**src/rtl/mem_arbiter_if.sv**
```systemverilog
// Burst memory port bundle shared by the clients and the downstream DDR adapter.
// master drives the request side, slave drives the response side.
interface mem_arbiter_if;
    logic        rd;
    logic        wr;
    logic [31:0] addr;
    logic [7:0]  mask;
    logic [63:0] din;
    logic [7:0]  burstLength;
    logic [63:0] dout;
    logic        wait_n;
    logic        valid;
    logic        burstDone;

    modport master (
        output rd, wr, addr, mask, din, burstLength,
        input  dout, wait_n, valid, burstDone
    );

    modport slave (
        input  rd, wr, addr, mask, din, burstLength,
        output dout, wait_n, valid, burstDone
    );
endinterface

```
**src/rtl/mem_arbiter.sv**
```systemverilog
// Two-client fixed-priority burst arbiter; the grant locks to the accepted client
// until the downstream port reports burstDone.
module mem_arbiter (
    input  logic          clock,
    input  logic          reset,
    mem_arbiter_if.slave  io_in_0,
    mem_arbiter_if.slave  io_in_1,
    mem_arbiter_if.master io_out
);
    typedef enum logic {IDLE, BUSY} state_e;

    state_e state_q;
    logic   owner_q;
    logic   req0;
    logic   req1;
    logic   sel;

    assign req0 = io_in_0.rd | io_in_0.wr;
    assign req1 = io_in_1.rd | io_in_1.wr;
    assign sel  = (state_q == BUSY) ? owner_q : (~req0 & req1);

    // Reads are blocked while locked: a read burst is issued once, then only data returns.
    always_comb begin
        io_out.rd          = sel ? io_in_1.rd          : io_in_0.rd;
        io_out.wr          = sel ? io_in_1.wr          : io_in_0.wr;
        io_out.addr        = sel ? io_in_1.addr        : io_in_0.addr;
        io_out.mask        = sel ? io_in_1.mask        : io_in_0.mask;
        io_out.din         = sel ? io_in_1.din         : io_in_0.din;
        io_out.burstLength = sel ? io_in_1.burstLength : io_in_0.burstLength;
        if (state_q == BUSY) begin
            io_out.rd = 1'b0;
        end
    end

    assign io_in_0.dout      = io_out.dout;
    assign io_in_1.dout      = io_out.dout;
    assign io_in_0.wait_n    = ~sel & io_out.wait_n;
    assign io_in_1.wait_n    =  sel & io_out.wait_n;
    assign io_in_0.valid     = ~sel & io_out.valid;
    assign io_in_1.valid     =  sel & io_out.valid;
    assign io_in_0.burstDone = ~sel & io_out.burstDone;
    assign io_in_1.burstDone =  sel & io_out.burstDone;

    // burstDone wins over acceptance so a one-word burst never enters BUSY.
    always_ff @(posedge clock) begin
        if (reset) begin
            state_q <= IDLE;
            owner_q <= 1'b0;
        end else if (io_out.burstDone) begin
            state_q <= IDLE;
        end else if (state_q == IDLE && (io_out.rd | io_out.wr) && io_out.wait_n) begin
            state_q <= BUSY;
            owner_q <= sel;
        end
    end
endmodule
```
**src/flat_wrapper.sv**
```systemverilog
// flat-port wrapper written by rule: the top's interface ports become plain ports
module mem_arbiter_flat 
  (clock, reset, io_in_0_rd, io_in_0_wr, io_in_0_addr, io_in_0_mask, io_in_0_din, io_in_0_burstLength, io_in_0_dout, io_in_0_wait_n, io_in_0_valid, io_in_0_burstDone, io_in_1_rd, io_in_1_wr, io_in_1_addr, io_in_1_mask, io_in_1_din, io_in_1_burstLength, io_in_1_dout, io_in_1_wait_n, io_in_1_valid, io_in_1_burstDone, io_out_rd, io_out_wr, io_out_addr, io_out_mask, io_out_din, io_out_burstLength, io_out_dout, io_out_wait_n, io_out_valid, io_out_burstDone);
  mem_arbiter_if io_in_0_i ();
  mem_arbiter_if io_in_1_i ();
  mem_arbiter_if io_out_i ();
  input  logic clock;
  input  logic reset;
  input wire logic [$bits(io_in_0_i.rd)-1:0] io_in_0_rd;
  input wire logic [$bits(io_in_0_i.wr)-1:0] io_in_0_wr;
  input wire logic [$bits(io_in_0_i.addr)-1:0] io_in_0_addr;
  input wire logic [$bits(io_in_0_i.mask)-1:0] io_in_0_mask;
  input wire logic [$bits(io_in_0_i.din)-1:0] io_in_0_din;
  input wire logic [$bits(io_in_0_i.burstLength)-1:0] io_in_0_burstLength;
  output wire logic [$bits(io_in_0_i.dout)-1:0] io_in_0_dout;
  output wire logic [$bits(io_in_0_i.wait_n)-1:0] io_in_0_wait_n;
  output wire logic [$bits(io_in_0_i.valid)-1:0] io_in_0_valid;
  output wire logic [$bits(io_in_0_i.burstDone)-1:0] io_in_0_burstDone;
  input wire logic [$bits(io_in_1_i.rd)-1:0] io_in_1_rd;
  input wire logic [$bits(io_in_1_i.wr)-1:0] io_in_1_wr;
  input wire logic [$bits(io_in_1_i.addr)-1:0] io_in_1_addr;
  input wire logic [$bits(io_in_1_i.mask)-1:0] io_in_1_mask;
  input wire logic [$bits(io_in_1_i.din)-1:0] io_in_1_din;
  input wire logic [$bits(io_in_1_i.burstLength)-1:0] io_in_1_burstLength;
  output wire logic [$bits(io_in_1_i.dout)-1:0] io_in_1_dout;
  output wire logic [$bits(io_in_1_i.wait_n)-1:0] io_in_1_wait_n;
  output wire logic [$bits(io_in_1_i.valid)-1:0] io_in_1_valid;
  output wire logic [$bits(io_in_1_i.burstDone)-1:0] io_in_1_burstDone;
  output wire logic [$bits(io_out_i.rd)-1:0] io_out_rd;
  output wire logic [$bits(io_out_i.wr)-1:0] io_out_wr;
  output wire logic [$bits(io_out_i.addr)-1:0] io_out_addr;
  output wire logic [$bits(io_out_i.mask)-1:0] io_out_mask;
  output wire logic [$bits(io_out_i.din)-1:0] io_out_din;
  output wire logic [$bits(io_out_i.burstLength)-1:0] io_out_burstLength;
  input wire logic [$bits(io_out_i.dout)-1:0] io_out_dout;
  input wire logic [$bits(io_out_i.wait_n)-1:0] io_out_wait_n;
  input wire logic [$bits(io_out_i.valid)-1:0] io_out_valid;
  input wire logic [$bits(io_out_i.burstDone)-1:0] io_out_burstDone;
  assign io_in_0_i.rd = io_in_0_rd;
  assign io_in_0_i.wr = io_in_0_wr;
  assign io_in_0_i.addr = io_in_0_addr;
  assign io_in_0_i.mask = io_in_0_mask;
  assign io_in_0_i.din = io_in_0_din;
  assign io_in_0_i.burstLength = io_in_0_burstLength;
  assign io_in_0_dout = io_in_0_i.dout;
  assign io_in_0_wait_n = io_in_0_i.wait_n;
  assign io_in_0_valid = io_in_0_i.valid;
  assign io_in_0_burstDone = io_in_0_i.burstDone;
  assign io_in_1_i.rd = io_in_1_rd;
  assign io_in_1_i.wr = io_in_1_wr;
  assign io_in_1_i.addr = io_in_1_addr;
  assign io_in_1_i.mask = io_in_1_mask;
  assign io_in_1_i.din = io_in_1_din;
  assign io_in_1_i.burstLength = io_in_1_burstLength;
  assign io_in_1_dout = io_in_1_i.dout;
  assign io_in_1_wait_n = io_in_1_i.wait_n;
  assign io_in_1_valid = io_in_1_i.valid;
  assign io_in_1_burstDone = io_in_1_i.burstDone;
  assign io_out_rd = io_out_i.rd;
  assign io_out_wr = io_out_i.wr;
  assign io_out_addr = io_out_i.addr;
  assign io_out_mask = io_out_i.mask;
  assign io_out_din = io_out_i.din;
  assign io_out_burstLength = io_out_i.burstLength;
  assign io_out_i.dout = io_out_dout;
  assign io_out_i.wait_n = io_out_wait_n;
  assign io_out_i.valid = io_out_valid;
  assign io_out_i.burstDone = io_out_burstDone;
  mem_arbiter u_core (.clock(clock), .reset(reset), .io_in_0(io_in_0_i), .io_in_1(io_in_1_i), .io_out(io_out_i));
endmodule
```
**config.mk**
```make
export PLATFORM = sky130hd
export DESIGN_NAME = mem_arbiter_flat
export DESIGN_NICKNAME = d
export VERILOG_FILES = /design/src/rtl/mem_arbiter_if.sv /design/src/rtl/mem_arbiter.sv /design/src/flat_wrapper.sv
export SDC_FILE = /design/constraint.sdc
export NUM_CORES = 1
export LEC_CHECK = 0
export BUFFER_PORTS_ARGS = -buffer_cell sky130_fd_sc_hd__buf_2
export CELL_PAD_IN_SITES_DETAIL_PLACEMENT = 1
export CELL_PAD_IN_SITES_GLOBAL_PLACEMENT = 1
export CORE_AREA = 5 5 210 212
export CTS_BUF_LIST = sky130_fd_sc_hd__clkbuf_2
export DETAILED_ROUTE_END_ITERATION = 6
export DIE_AREA = 0 0 215 217
export PLACE_DENSITY_LB_ADDON = 0.2
export SLEW_MARGIN = 40
export SYNTH_ARGS = -nofsm -noshare
export SYNTH_HDL_FRONTEND = slang
export SYNTH_SLANG_ARGS = --single-unit
```
**constraint.sdc**
```tcl
create_clock -name clock -period 3.2 [get_ports clock]
set_clock_uncertainty 0.2 [all_clocks]
set_input_delay 0.16 -clock clock [delete_from_list [all_inputs] [get_ports clock]]
set_output_delay 0.16 -clock clock [all_outputs]
set_load 0.005 [all_outputs]
```
Yosys cells after proc, flatten, opt, wreduce, memory -nomap -nowiden
Index checks and enable logic that the tools add are counted.
{"block": "totals", "register_bits": 2, "input_bits": 297, "out_inout_bits": 248, "word_cells": 28}
{"block": "op_classes", "mux": 8, "bitwise_logic": 14, "reduce_logical": 4}
{"operator": "$mux 64", "n": 1}
{"operator": "$mux 32", "n": 1}
{"operator": "$mux 8", "n": 2}
{"operator": "$and 1x1->1", "n": 7}
{"operator": "$mux 1", "n": 4}
{"operator": "$not 1->1", "n": 4}
{"operator": "$or 1x1->1", "n": 3}
{"operator": "$logic_and 1x1->1", "n": 2}
{"operator": "$reduce_and 2->1", "n": 1}
{"operator": "$reduce_or 2->1", "n": 1}

Logic depth before layout (Yosys ltp)
{"block": "depth", "depth_word": 10, "mapped_depth": 7, "ltp_nobuf": 3}

Least setup slack after synthesis
Ideal clock, no wire load.
{"block": "synth_timing", "kind": "flip-flop to output port", "from": "register u_core.owner_q", "to": "output port io_out_addr[0]", "t_arrival_ns": 1.312, "required_time_ns": 2.840, "setup_slack_ns": 1.528, "path_stages_with_launch": 7, "path_cell_list": "dfxtp_1 > buf_2 > buf_4 > buf_4 > mux2i_1 > nor2b_1 > a221o_1"}
{"block": "synth_between", "elab_chain_len": 2}
{"element": "from (decl)", "line": "mem_arbiter.sv:13", "source": "logic owner_q;"}
{"element": "from (signal assigned)", "line": "mem_arbiter.sv:53", "source": "owner_q <= sel;"}
{"element": "$mux 1", "line": "mem_arbiter.sv:20", "source": "assign sel = (state_q == BUSY) ? owner_q : (~req0 & req1);"}
{"element": "$mux 32", "line": "mem_arbiter.sv:26", "source": "io_out.addr = sel ? io_in_1.addr : io_in_0.addr;"}
{"element": "to (decl)", "line": "flat_wrapper.sv:31", "source": "output wire logic [$bits(io_out_i.addr)-1:0] io_out_addr;"}
No other way between the ends.

Final worst setup path
{"block": "layout_timing", "from": "register u_core.owner_q", "to": "output port io_out_burstLength[3]"}
{"block": "layout_between", "elab_chain_len": 2}
{"element": "$mux 1", "line": "mem_arbiter.sv:20"}
{"element": "$mux 8", "line": "mem_arbiter.sv:29", "source": "io_out.burstLength = sel ? io_in_1.burstLength : io_in_0.burstLength;"}
{"element": "to (decl)", "line": "flat_wrapper.sv:34", "source": "output wire logic [$bits(io_out_i.burstLength)-1:0] io_out_burstLength;"}
No other way between the ends.

==> impl_results.md <==
* Flops & latches, synth at 2
* Die height at 217 um
* Run status: finished clean
* Sequential share of power at 4.5%
* Clock tree from TritonCTS: done
* Total global routing overflow at 0
* Post-synthesis to final-layout area growth at 30.3%
* Floorplan row count at 75
* XOR/XNOR share of the synthesized area at 0%
* Number of input and output port buffers inserted at 352
* Root buffer selected by CTS: sky130_fd_sc_hd__clkbuf_2
* Clock buffers created by TritonCTS at 3
* Met3 track demand over resource in global routing at 3.52%
* Final routed DRC violation total at 0
* Setup repair bufs after CTS at 0
* Most common cell after layout, fill and taps aside: sky130_fd_sc_hd__buf_2
* Sequential element share of the synthesized area at 0.904%
* Number of pins with negative max-slew slack in the final report at 0
* Share of synthesized cell area in and, or, nand and nor gates at 17.4%
* Worst rel slew slack at 55.8%
* DIE AREA at 46700 um^2
* Number of violations reported at the end of detailed-routing iteration 0 at 172
* Die width at 215 um
* Total routing usage reported by global routing at 8.77%
* Routed WL per cell at 17.7 um
* Floorplan Core Area at 41800 um^2
* Required time at the worst-slack endpoint at 2.84 ns
* Top fanout value on the critical path at 43
* # diodes at 0
* Latest clock arrival within the worst-skew pair at 0.20 ns
* Ratio of final minimum period to clock period at 71.2%
* Cell type with the highest aggregate area in the netlist: sky130_fd_sc_hd__a221o_1
* Initial standard-cell utilization of the core at 10.6%
* Type of element capturing the critical path: primary output
* Least-Margin Pin Slew at 0.662 ns
* Power spent charging and discharging nets at 0.000416 W
* Sum of negative setup slack at 0 ns
* Area fraction of the dominant cell type after synthesis at 25.3%
* Critical setup path kind: reg2out
* Global-route wire length before repair at 32.9 mm
* Unrepaired setup endpoints after global routing: false
* IR Drop Worst-Case VDD at 0.0786 mV
* Fill cell count at 5078
* IO Pins at 545
* H-Tree Depth at 1
* Resize count post-CTS at 0
* Total internal power at 0.000486 W
* Number of nets with antenna violations after routing at 0
* Final-layout worst hold slack at 0.115 ns
* Reg clk slew, reported paths at 0.04 ns
* Power per cell area at 156 nW/um^2
* Synthesis Warnings at 0
* Clock share of power at 4.5%
* Power share of the combinational group at 91.0%
* Fmax at 0.439 GHz
* Time the final worst path needs with I/O delays and setup at 2.28 ns
* Final hold vios at 0
* Overall via count from detail_route at 4885
* Max-cap violations at 0
* Setup-failing EPs final at 0
* Synthesized area at 4430 um^2
* Routing usage on met1 at 9.76%
* Most crowded layer after global routing: met2
* Detailed placement HPWL at 18.1 mm
* Antenna violations before repair at 1
* Number of global-route vias before repair at 5173
* Pin count of the biggest net entering global routing at 62
* GP Congestion at 0.671
* Area fraction in compound gates after synthesis at 27.0%
* Main combinational cell family by area after synthesis: buffers and inverters
* GR met2 Demand/Resource at 15.7%
* Proportion of synthesized area in mux cells at 25.3%
* Cells after synthesis at 542
* Largest cells by area after synthesis: sky130_fd_sc_hd__a221o_1, sky130_fd_sc_hd__mux2i_1, sky130_fd_sc_hd__buf_4
* Share of synthesized cell area in full adder, half adder and majority cells at 0%
* Launching element type of the critical path: flop
* Cell variety after synth at 21
* Maximum buffer depth of the clock tree at 2
* Final wirelength at 22.5 mm
* Most used cells in the layout excluding fill and tap cells: sky130_fd_sc_hd__buf_2, sky130_fd_sc_hd__mux2i_1, sky130_fd_sc_hd__nor2b_1, sky130_fd_sc_hd__a221o_1, sky130_fd_sc_hd__buf_12
* Count of hold buffers inserted by post-cts repair at 1
* Leak pwr at 2.48 nW
* Signal arrival time at the worst endpoint at 1.92 ns
* First drt pass iteration count at 4
* Share of final-layout standard cells stronger than drive strength 1 at 50.7%
* DR vias/cell at 3.86
* Mean instance size in the synthesized netlist at 8.17 um^2
* Fraction of power spent switching nets at 46.1%
* Class of the tightest hold or removal check: in2reg
* # clock sinks at 2
* Net count, final at 1027
* Post-synthesis net count at 839
==> through the flow <==
step / util (%) / worst slack (ns) / std cells / power [W] / cell area, um^2
CTS: 13.8 / 0.888 / 1267 / 0.000927 / 5770
global route: 13.8 / 0.765 / 1267 / 0.000996 / 5770
floorplan: - / 1.53 / 542 / 0.000590 / 4430
detailed placement: 13.8 / 1.09 / 1263 / 0.000879 / 5750
global placement: 13.8 / 1.09 / 1263 / 0.000877 / 5750
finish: 13.8 / 0.922 / 1267 / 0.000902 / 5770
==> final cells by class <==
type,instances,area (um^2),share of cell area (%)
clock buffer,3,15.0,0.260
inverter,2,7.51,0.130
multi-input combinational,358,3100,53.8
sequential,2,47.5,0.824
tap,539,674,11.7
timing repair buffer,363,1920,33.3
==> worst max-delay path, stage by stage (launching register included) <==
cell	delay, ns
sky130_fd_sc_hd__dfxtp_4	0.61
sky130_fd_sc_hd__buf_12	0.33
sky130_fd_sc_hd__mux2i_1	0.24
sky130_fd_sc_hd__nor2b_1	0.06
sky130_fd_sc_hd__a221o_1	0.25
sky130_fd_sc_hd__buf_2	0.14
==> state kept, by name (all words and copies together) (netlist names) <==
| register | flops |
|---|---|
| u_core.owner_q | 1 |
| u_core.state_q | 1 |
==> power groups by stage <==
stage	Combinational, W	Clock [W]	Sequential, W
after floorplan	0.000562	0	0.0000272
after global placement	0.000836	0	0.0000411
after detailed placement	0.000837	0	0.0000416
after CTS	0.000841	0.0000448	0.0000410
after global routing	0.000905	0.0000495	0.0000418
final	0.000821	0.0000404	0.0000404
==> final timing paths <==
check	from	endpoint	slack, ns	depth (start not counted)
worst max-delay path	u_core.owner_q	io_out_burstLength[3]	0.92	5
worst min-delay path	io_out_burstDone	u_core.state_q	0.11	2
worst max register to register	u_core.state_q	u_core.owner_q	1.50	4
worst min register to register	u_core.owner_q	u_core.owner_q	0.54	2
==> kinds of logic (layout without fill, tap and decap cells) <==
kind of cell	after synthesis	in the layout
compound gates	122	122
simple gates	124	124
mux	112	112
flops	2	2
buf+inv	182	368
==> cell usage after synthesis, drive strengths merged <==
| master | number |
|---|---|
| nor3 | 2 |
| a2bb2oi | 1 |
| a21oi | 4 |
| clkbuf | 16 |
| nor3b | 4 |
| and2 | 1 |
| or2 | 1 |
| nor2 | 2 |
| inv | 2 |
| o221ai | 1 |
| buf | 164 |
| a211oi | 1 |
| o21a | 3 |
| dfxtp | 2 |
| a221o | 112 |
| nor2b | 112 |
| nand2 | 1 |
| or4 | 1 |
| mux2i | 112 |
==> layer usage <==
metal | vias up | share of wire [%] | wire length [um]
li1 | 2298 | - | -
met2 | 267 | 49 | 11000
met4 | 2 | 2.6 | 576
met5 | - | 0.23 | 51
met3 | 48 | 9.6 | 2160
met1 | 2270 | 39 | 8680
Power figures use the tool's default switching activity.
